File: src/rtl/adaptive_binarize_pkg.sv
// Shared widths, divider state encoding and threshold clamp for the adaptive binarizer.
package adaptive_binarize_pkg;

  localparam int SUM_W = 32;
  localparam int CNT_W = 20;
  localparam int REM_W = 28;

  typedef enum logic [1:0] {
    S_IDLE = 2'd0,
    S_LOAD = 2'd1,
    S_DIV  = 2'd2,
    S_DONE = 2'd3
  } div_state_e;

  // Saturate a biased mean back into the 8-bit gray range.
  function automatic logic [7:0] clamp_u8(input logic signed [9:0] v);
    if (v < 0)
      return 8'd0;
    else if (v > 10'sd255)
      return 8'd255;
    else
      return v[7:0];
  endfunction

endpackage

File: src/rtl/serial_mean_div.sv
// Restoring serial divider producing an 8-bit mean (sum / cnt), one quotient bit per cycle, MSB first.
module serial_mean_div
  import adaptive_binarize_pkg::*;
(
  input  logic             clk,
  input  logic             rst_n,
  input  logic             start_i,
  input  logic [SUM_W-1:0] sum_i,
  input  logic [CNT_W-1:0] cnt_i,
  output logic             busy_o,
  output logic             done_o,
  output logic [7:0]       quot_o
);

  div_state_e       state_q, state_d;
  logic [REM_W-1:0] rem_q, rem_d;
  logic [CNT_W-1:0] cnt_q, cnt_d;
  logic [2:0]       bit_q, bit_d;
  logic [7:0]       quot_q, quot_d;
  logic [REM_W-1:0] trial;
  logic             unused_sum_hi;

  // The mean never exceeds 255, so the sum always fits in the remainder width.
  assign unused_sum_hi = ^sum_i[SUM_W-1:REM_W];
  assign trial         = REM_W'(cnt_q) << bit_q;

  always_comb begin
    // NOTE: every combinational output gets a default first so no path leaves it unassigned (no latch).
    state_d = state_q;
    rem_d   = rem_q;
    cnt_d   = cnt_q;
    bit_d   = bit_q;
    quot_d  = quot_q;
    unique case (state_q)
      S_IDLE: ;
      S_LOAD: begin
        rem_d   = sum_i[REM_W-1:0];
        cnt_d   = cnt_i;
        bit_d   = 3'd7;
        quot_d  = '0;
        state_d = (cnt_i == '0) ? S_IDLE : S_DIV;
      end
      S_DIV: begin
        if (rem_q >= trial) begin
          rem_d         = rem_q - trial;
          quot_d[bit_q] = 1'b1;
        end
        bit_d = bit_q - 3'd1;
        if (bit_q == 3'd0)
          state_d = S_DONE;
      end
      S_DONE:  state_d = S_IDLE;
      default: state_d = S_IDLE;
    endcase
    // A fresh snapshot always wins, aborting any division in flight.
    if (start_i)
      state_d = S_LOAD;
  end

  // NOTE: state registers use non-blocking assignments so every flop samples pre-edge values.
  always_ff @(posedge clk or negedge rst_n) begin
    if (!rst_n) begin
      state_q <= S_IDLE;
      rem_q   <= '0;
      cnt_q   <= '0;
      bit_q   <= '0;
      quot_q  <= '0;
    end else begin
      state_q <= state_d;
      rem_q   <= rem_d;
      cnt_q   <= cnt_d;
      bit_q   <= bit_d;
      quot_q  <= quot_d;
    end
  end

  assign busy_o = (state_q != S_IDLE);
  assign done_o = (state_q == S_DONE);
  assign quot_o = quot_q;

endmodule

File: src/rtl/adaptive_binarize.sv
// Binarizes a gray pixel stream against the previous frame's mean plus an offset,
// keeping sync and row/column counters aligned with the one-cycle pixel latency.
module adaptive_binarize
  import adaptive_binarize_pkg::*;
#(
  parameter int                W        = 32,
  parameter int                H        = 32,
  parameter logic [7:0]        INIT_THR = 8'd128,
  parameter logic signed [8:0] OFFSET   = 9'sd0
) (
  input  logic        clk,
  input  logic        rst_n,
  input  logic        fs,
  input  logic        hs,
  input  logic [7:0]  data,
  input  logic [10:0] hang_cnt_out,
  input  logic [10:0] lie_cnt_out,
  output logic        fs_o,
  output logic        hs_o,
  output logic [7:0]  data_o,
  output logic [10:0] hang_cnt_o,
  output logic [10:0] lie_cnt_o,
  output logic [7:0]  thr_o,
  output logic        thr_valid_o
);

  localparam int PIX_MAX = (1 << CNT_W) - 1;

  if (W * H > PIX_MAX) begin : g_bad_size
    $error("adaptive_binarize: W*H exceeds the pixel counter range");
  end

  logic [SUM_W-1:0] sum_q, sum_d, snap_sum_q;
  logic [CNT_W-1:0] cnt_q, cnt_d, snap_cnt_q;
  logic             start_q;
  logic             fs_q, hs_q;
  logic [7:0]       data_q, data_d;
  logic [10:0]      hang_q, lie_q;
  logic [7:0]       thr_q, thr_apply;
  logic [7:0]       thr_next_q, thr_next_d;
  logic             pix_v, fs_fall, fs_rise;
  logic             div_done, unused_div_busy;
  logic [7:0]       quot;
  logic signed [9:0] biased;

  assign pix_v   = fs & hs;
  assign fs_fall = fs_q & ~fs;
  assign fs_rise = fs & ~fs_q;

  always_comb begin
    sum_d = sum_q;
    cnt_d = cnt_q;
    if (fs_fall) begin
      sum_d = '0;
      cnt_d = '0;
    end else if (pix_v) begin
      sum_d = sum_q + SUM_W'(data);
      cnt_d = cnt_q + CNT_W'(1);
    end
  end

  serial_mean_div u_div (
    .clk     (clk),
    .rst_n   (rst_n),
    .start_i (start_q),
    .sum_i   (snap_sum_q),
    .cnt_i   (snap_cnt_q),
    .busy_o  (unused_div_busy),
    .done_o  (div_done),
    .quot_o  (quot)
  );

  assign biased     = $signed({2'b00, quot}) + 10'(OFFSET);
  assign thr_next_d = div_done ? clamp_u8(biased) : thr_next_q;
  // Bypass lets a result finishing in the same cycle as fs rises still reach that frame.
  assign thr_apply  = fs_rise ? thr_next_d : thr_q;
  assign data_d     = (pix_v && (data >= thr_apply)) ? 8'hFF : 8'h00;

  always_ff @(posedge clk or negedge rst_n) begin
    if (!rst_n) begin
      sum_q      <= '0;
      cnt_q      <= '0;
      snap_sum_q <= '0;
      snap_cnt_q <= '0;
      start_q    <= 1'b0;
      fs_q       <= 1'b0;
      hs_q       <= 1'b0;
      data_q     <= '0;
      hang_q     <= '0;
      lie_q      <= '0;
      thr_q      <= INIT_THR;
      thr_next_q <= INIT_THR;
    end else begin
      sum_q      <= sum_d;
      cnt_q      <= cnt_d;
      start_q    <= fs_fall;
      if (fs_fall) begin
        snap_sum_q <= sum_q;
        snap_cnt_q <= cnt_q;
      end
      fs_q       <= fs;
      hs_q       <= hs;
      data_q     <= data_d;
      hang_q     <= hang_cnt_out;
      lie_q      <= lie_cnt_out;
      thr_q      <= thr_apply;
      thr_next_q <= thr_next_d;
    end
  end

  assign fs_o        = fs_q;
  assign hs_o        = hs_q;
  assign data_o      = data_q;
  assign hang_cnt_o  = hang_q;
  assign lie_cnt_o   = lie_q;
  assign thr_o       = thr_q;
  assign thr_valid_o = div_done;

endmodule
File: config.mk
export PLATFORM = sky130hd
export DESIGN_NAME = adaptive_binarize
export DESIGN_NICKNAME = d
export VERILOG_FILES = /design/src/rtl/adaptive_binarize_pkg.sv /design/src/rtl/serial_mean_div.sv /design/src/rtl/adaptive_binarize.sv
export SDC_FILE = /design/constraint.sdc
export NUM_CORES = 1
export LEC_CHECK = 0
export CAP_MARGIN = 0
export CORE_MARGIN = 3
export CORE_UTILIZATION = 60
export DETAILED_ROUTE_END_ITERATION = 8
export PLACE_DENSITY = 0.85
export SLEW_MARGIN = 20
export SYNTH_ARGS = -nofsm -noshare
export SYNTH_HDL_FRONTEND = slang
export SYNTH_SLANG_ARGS = --single-unit
File: constraint.sdc
create_clock -name clk -period 5.6 [get_ports clk]
set_clock_uncertainty 0.15 [all_clocks]
set_input_delay 1.4 -clock clk [delete_from_list [all_inputs] [get_ports clk]]
set_output_delay 1.4 -clock clk [all_outputs]
set_load 0.01 [all_outputs]
; ---- Word-level counts from Yosys, hierarchy flattened
; Index checks and enable logic that the tools add are counted.
[classes]
shift = 1
n_mux = 20
div_mod_pow = 0
n_bitwise = 6
n_eq_ne = 5
addsub = 4
order_cmp = 6
n_reduce_logical = 9
n_mul = 0
[op_table]
columns = operator, n
row1 = 32-bit 2-to-1 mux, 2
row2 = 28-bit one-hot mux with 2 select lines, 1
row3 = 8-bit 2-to-1 mux, 6
row4 = 20-bit 2-to-1 mux, 2
row5 = 32-bit by 8-bit adder with 32-bit output, 1
row6 = 28-bit >= comparator, 1
row7 = 28-bit 2-to-1 mux, 1
row8 = 20-bit by 3-bit << shifter with 28-bit output, 1
row9 = 28-bit subtractor, 1
row10 = 20-bit by 1-bit adder with 20-bit output (second input constant), 1
row11 = 20-bit logical NOT, 1
row12 = 8-bit one-hot mux with 2 select lines, 1
row13 = 8-bit >= comparator, 1
row14 = 8-bit > comparator (second input constant), 1
row15 = 8-bit by 1-bit < comparator with 1-bit output (second input constant), 1
row16 = 8-bit OR, 1
row17 = 2-bit 2-to-1 mux, 3
row18 = 2-bit one-hot mux with 3 select lines, 1
row19 = 3-bit one-hot mux with 2 select lines, 1
row20 = 2-bit equality test (second input constant), 2
row21 = 3-bit by 4-bit < comparator with 1-bit output (second input constant), 1
row22 = 2-bit AND reduction, 2
row23 = 2-bit nonzero test, 2
row24 = 4-bit nonzero test, 1
row25 = 11 further kinds, 15
[totals]
mem_count = 0
ramBits = 0
inputBits = 34
word_cells = 68
regBits = 210
output_inout_bits = 41
rom_bits = 0
latch_bits = 0

; ---- Logic depth before layout (Yosys ltp)
[depth]
depth_word = 8
ltp_mapped = 17

; ---- By module
; Synthesis repeated with hierarchy kept, for this count alone.
[unflattened]
cells_unflattened = 1166
hier_area_um2 = 11357.1
[by_module_without_submodules]
columns = module, cells_each, area_each_um2, instances, seq_area_each_um2
row1 = adaptive_binarize, 636, 6412.4, 1, 3656.0
row2 = serial_mean_div, 530, 4944.7, 1, 1526.5

; ---- Least setup slack after synthesis
; No wires, ideal clock.
[synth_path]
path_kind = register to register
start = register u_div.bit_q[0]
end = register u_div.rem_q[19]
synth_period_minus_slack_ns = 3.896
arrival_ns = 3.620
setup_ns = 0.126
path_buffers = 2
slack_ns = 1.704
path_stages_with_launch = 13
t_required_ns = 5.324
path_cell_list = dfrtp_1 -> clkbuf_1 -> buf_1 -> mux4_2 -> mux2i_1 -> ha_1 -> a2111o_1 -> o21ai_1 -> a21o_1 -> a21boi_2 -> a31oi_1 -> mux2_2 -> a221o_1
[synth_between]
elab_chain_cells = 4
word_cells_on_any_way = 7
classes_between = add/sub (1) / order compare (1) / eq/ne (1) / shift (1) / mux (2) / reduce/logical (1)
[synth_rtl]
columns = item, line_no
row1 = "start, declared", serial_mean_div.sv:18  ; logic [2:0] bit_q, bit_d;
row2 = "start signal, assigned", serial_mean_div.sv:72  ; bit_q <= bit_d;
row3 = 20-bit by 3-bit << shifter with 28-bit output *, serial_mean_div.sv:25  ; assign trial = REM_W'(cnt_q) << bit_q;
row4 = 28-bit subtractor or 28-bit >= comparator (tied branches), "serial_mean_div.sv:45, serial_mean_div.sv:44"
row5 = 28-bit 2-to-1 mux or 2-bit by 1-bit != test with 1-bit output (tied branches), -
row6 = 28-bit one-hot mux with 2 select lines or 2-bit AND reduction (tied branches), -
row7 = "end signal, assigned", serial_mean_div.sv:70  ; rem_q <= rem_d;
row8 = "end, declared", serial_mean_div.sv:16  ; logic [REM_W-1:0] rem_q, rem_d;
; Mark *: on every way between the ends. The rest lies on a longest branch, timed or not. The select of a mux whose other input is x is not followed.
; A chain may end at the register's enable or synchronous reset.

; ---- Final worst setup path
[layout_path]
start = register u_div.bit_q[2]
end = register u_div.quot_q[6], in the netlist u_div.quot_o[6]
[layout_between]
elab_chain_cells = 7
word_cells_on_any_way = 12
classes_between = order compare (3) / eq/ne (1) / shift (1) / mux (4) / bitwise (1) / reduce/logical (2)
[layout_rtl]
columns = item, line_no
row1 = "parallel branches: the longest is 7 deep, another holds 28-bit >= comparator", -
row2 = "end signal, assigned", serial_mean_div.sv:73  ; quot_q <= quot_d;
row3 = "end, declared", serial_mean_div.sv:19  ; logic [7:0] quot_q, quot_d;
; Several ways; the timed one is not identified. The select of a mux whose other input is x is not followed.

==> impl_metrics.csv <==
group,metric,value,unit
critical_path,r2r_slack,0.89,ns
floorplan,die_y,140,um
logic_synthesis,ys_seq_elements,199,
logic_synthesis,synth_seq_area_share,46.1,%
placed_design,dpl_cell_area,11700,um2
critical_path,critPathCaptureType,"flop",
clock_tree,cts_sinks,199,
critical_path,worstReg2RegStart,"u_div.bit_q[2]",
detailed_routing,wire_per_inst,19.0,um
timing,worstMarginPinSlew,0.896,ns
critical_path,path_depth,13,
critical_path,cp-endpoint,"u_div.quot_o[6]",
clock_tree,cts_hold_buf,0,
power_and_ir_drop,pwr_density_cell,470,nW/um2
grt,grt.overflow.total,0,
critical_path,cp_data_arrival_time,4.91,ns
critical_path,crit_fanout,20,
critical_path,reg2reg_to,"u_div.quot_o[6]",
critical_path,crit_family,"compound AO/OA/AOI/OAI gates",
critical_path,cp.required,5.80,ns
floorplan,io_pins,75,
placed_design,hpwl,19000,um
worst_hold_path,holdPathStages,1,
floorplan,die_w,140,um
finish,fin_util,70.2,%
logic_synthesis,synth_cells,1121,
grt,grtUsageTotal,28.0,%
logic_synthesis,ys_warn_count,0,
clock_tree,post_cts_resized,0,
timing,fmax,212,MHz
critical_path,cp_num_buf_inv,2,
timing,setup_tns,0,ns
grt,grt_max_degree,100,
timing,grt_setup_unrepaired,"no",
floorplan,design.core.area,17500,um2
placed_design,numPortBuffers,74,
floorplan,rows,48,
critical_path,cp_common_cell,"nor2_1",
timing,period_share,84.1,%
logic_synthesis,synth_edf_count,0,
detailed_routing,first_pass_iters,5,
timing,max_slew_margin,40.0,%
flow_run,cap_violations,0,
clock_tree,numCtsBuffers,17,
finish,nFillCells,1262,
finish,finalInstanceArea,12300,um2
placed_design,gp_congestion,0.946,
timing,hold_viol,0,
finish,area_growth,13.5,%
detailed_routing,first_iter_violations,807,
grt,grt_pass1_vias,8633,
floorplan,start_util,61.9,%
finish,antenna_cells,0,
clock_tree,h-tree-depth,4,
grt,grt_pass1_wl,44800,um
logic_synthesis,synth_flop_cell,"dfrtp_1",
finish,num-nets-final,1259,
critical_path,cp-start-kind,"flop",
clock_tree,cts_root_buf,"clkbuf_16",
timing,maxSlewViolCount,0,
critical_path,crit_start,"u_div.bit_q[2]",
critical_path,criticalPathCategory,"flop to flop",
detailed_routing,drc,0,
clock_tree,cts_tree,"yes",
critical_path,path_cells,"inv_2 > nor2_1 > a32oi_1 > ha_1 > nand3_1 > nor2_1 > o31ai_4 > a21oi_2 > o41ai_4 > o21ai_2 > buf_4 > a41oi_1 > nor2_1",
finish,drive_gt1_share,8.95,%
timing,finalSetupViolations,0,
logic_synthesis,avgSynthCellArea,9.64,um2
clock_tree,clk_latency,0.44,ns
detailed_routing,finalWirelength,26700,um
clock_tree,path_clk_slew,0.08,ns
clock_tree,post_cts_buffers,0,
critical_path,slowest_stage,"dfrtp_1",
clock_tree,clockBufferDepth,2,
floorplan,dieArea,19700,um2
outcome,status,"complete, no violations",
detailed_routing,vias,8721,
detailed_routing,ant_nets,0,
logic_synthesis,ys_async_sr_fraction,100,%
critical_path,r2r_cells,13,
timing,min_period,4.71,ns
power_and_ir_drop,ir_drop,0.000320,V
power_and_ir_drop,leakagePower,5.80,nW
logic_synthesis,synth.distinct_cells,77,
grt,antenna_found_initial,0,
worst_hold_path,min-delay-path-class,"flop to flop",
logic_synthesis,syn-num-nets,1207,
logic_synthesis,synth.cell_area,10800,um2
detailed_routing,viasPerCell,6.19,
critical_path,cpPeakStageDelay,0.88,ns
## cell usage after synthesis, types with 16 or more instances
cell type  instances  area (um2)
a21o_1            20         150
a21oi_1           65         325
clkbuf_1          30         113
dfrtp_1          197        4930
ha_1              50         626
inv_1             30         113
mux2_2            28         315
mux2i_1           53         531
nand2_1          216         811
nand3_1           40         200
nor2_1            81         304
o21ai_0           32         160
xnor2_1           17         149
xor2_1            16         140
## layout by cell type, fill, tap and decap left out, types with 7 or more instances in the layout
cell type        Yosys  final
a211oi_1             9      9
a21o_1              20     20
a21oi_1             65     65
a22o_1               9      9
a31oi_1             11     11
and2_1               7      7
and3_1              13     13
buf_4                7     15
clkbuf_16            0     17
clkdlybuf4s50_1      0     73
dfrtp_1            197    197
ha_1                50     50
inv_1               30     30
mux2_2              28     28
mux2i_1             53     53
mux4_2               8      8
nand2_1            216    216
nand2b_1             8      7
nand3_1             40     40
nand4_1             14     14
nor2_1              81     81
nor2b_1             14     14
nor3_1              13     13
nor4_1               9      9
o211ai_1             7      7
o21a_1              11     11
o21ai_0             32     32
o21ai_1              8      8
xnor2_1             17     17
xor2_1              16     16
## power breakdown
group / internal [mW] / switching, mW / leakage, nW
combinational: 1.12 / 1.65 / 2.90
clock: 0.587 / 0.584 / 0.266
sequential: 1.65 / 0.177 / 2.63
## registers in the layout, summed over array words and instances (netlist names)
name and cells:
cnt_q 20, data_o 1, fs_o 1, hang_cnt_o 11
hs_o 1, lie_cnt_o 11, snap_cnt_q 20, snap_sum_q 28
start_q 1, sum_q 28, thr_next_q 8, thr_o 8
u_div.bit_q 3, u_div.cnt_q 20, u_div.quot_o 8, u_div.rem_q 28
u_div.state_q 2
## final cells by class
class / instances / area, um2 / area share, %
well taps: 225 / 282 / 2.30
multi-input cells: 832 / 5450 / 44.4
flip-flops and latches: 199 / 4980 / 40.6
clock buffers: 17 / 425 / 3.47
clock inverters: 14 / 140 / 1.14
repair buffers: 89 / 857 / 6.99
inverters: 34 / 128 / 1.04
## through the flow
| stage | hold WS (ns) | setup slack [ns] | cells | power, mW |
|---|---|---|---|---|
| 2_1_floorplan | 0.244 | 1.70 | 1121 | 3.86 |
| 4_1_cts | 0.273 | 1.02 | 1410 | 5.72 |
| 6_report | 0.282 | 0.892 | 1410 | 5.77 |
| 3_5_place_dp | 0.263 | 1.15 | 1379 | 4.51 |
| 3_3_place_gp | 0.256 | 1.22 | 1379 | 4.45 |
| 5_1_grt | 0.279 | 0.654 | 1410 | 6.14 |
## worst min-delay path by stage
stage / startpoint / to / slack, ns
finish: start_q / u_div.state_q[1] / 0.28
global route: start_q / u_div.state_q[1] / 0.28
CTS: start_q / u_div.state_q[1] / 0.27
detailed placement: start_q / u_div.state_q[1] / 0.26
global placement: start_q / u_div.state_q[1] / 0.26
floorplan: start_q / u_div.state_q[1] / 0.24
## cell families (layout without fill, tap and decap cells)
| group | count (synthesis) | after routing | synth area share [%] |
|---|---|---|---|
| buffers and inverters | 90 | 154 | 3.51 |
| AND/OR/NAND/NOR | 437 | 437 | 18.1 |
| adder cells (fa/ha/maj) | 52 | 52 | 6.16 |
| multiplexers | 90 | 90 | 9.59 |
| XOR/XNOR | 33 | 33 | 2.67 |
| AO/OA/AOI/OAI | 220 | 220 | 13.9 |
| flip-flops | 199 | 199 | 46.1 |
## metal layers
metal	up-vias	global-route usage, %	share of wire [%]
met5	-	0	0
met4	0	6.43	1.5
met3	43	6.90	7.6
met2	363	44.3	47
met1	4252	39.6	44
li1	4063	-	-
## worst reg2reg max path, stage by stage (launching register included)
cell and delay, ns:
dfrtp_1 0.88, inv_2 0.36, nor2_1 0.31, a32oi_1 0.22, ha_1 0.45, nand3_1 0.19, nor2_1 0.30, o31ai_4 0.12
a21oi_2 0.27, o41ai_4 0.15, o21ai_2 0.52, buf_4 0.33, a41oi_1 0.18, nor2_1 0.21
(Power assumes the default switching activity.)
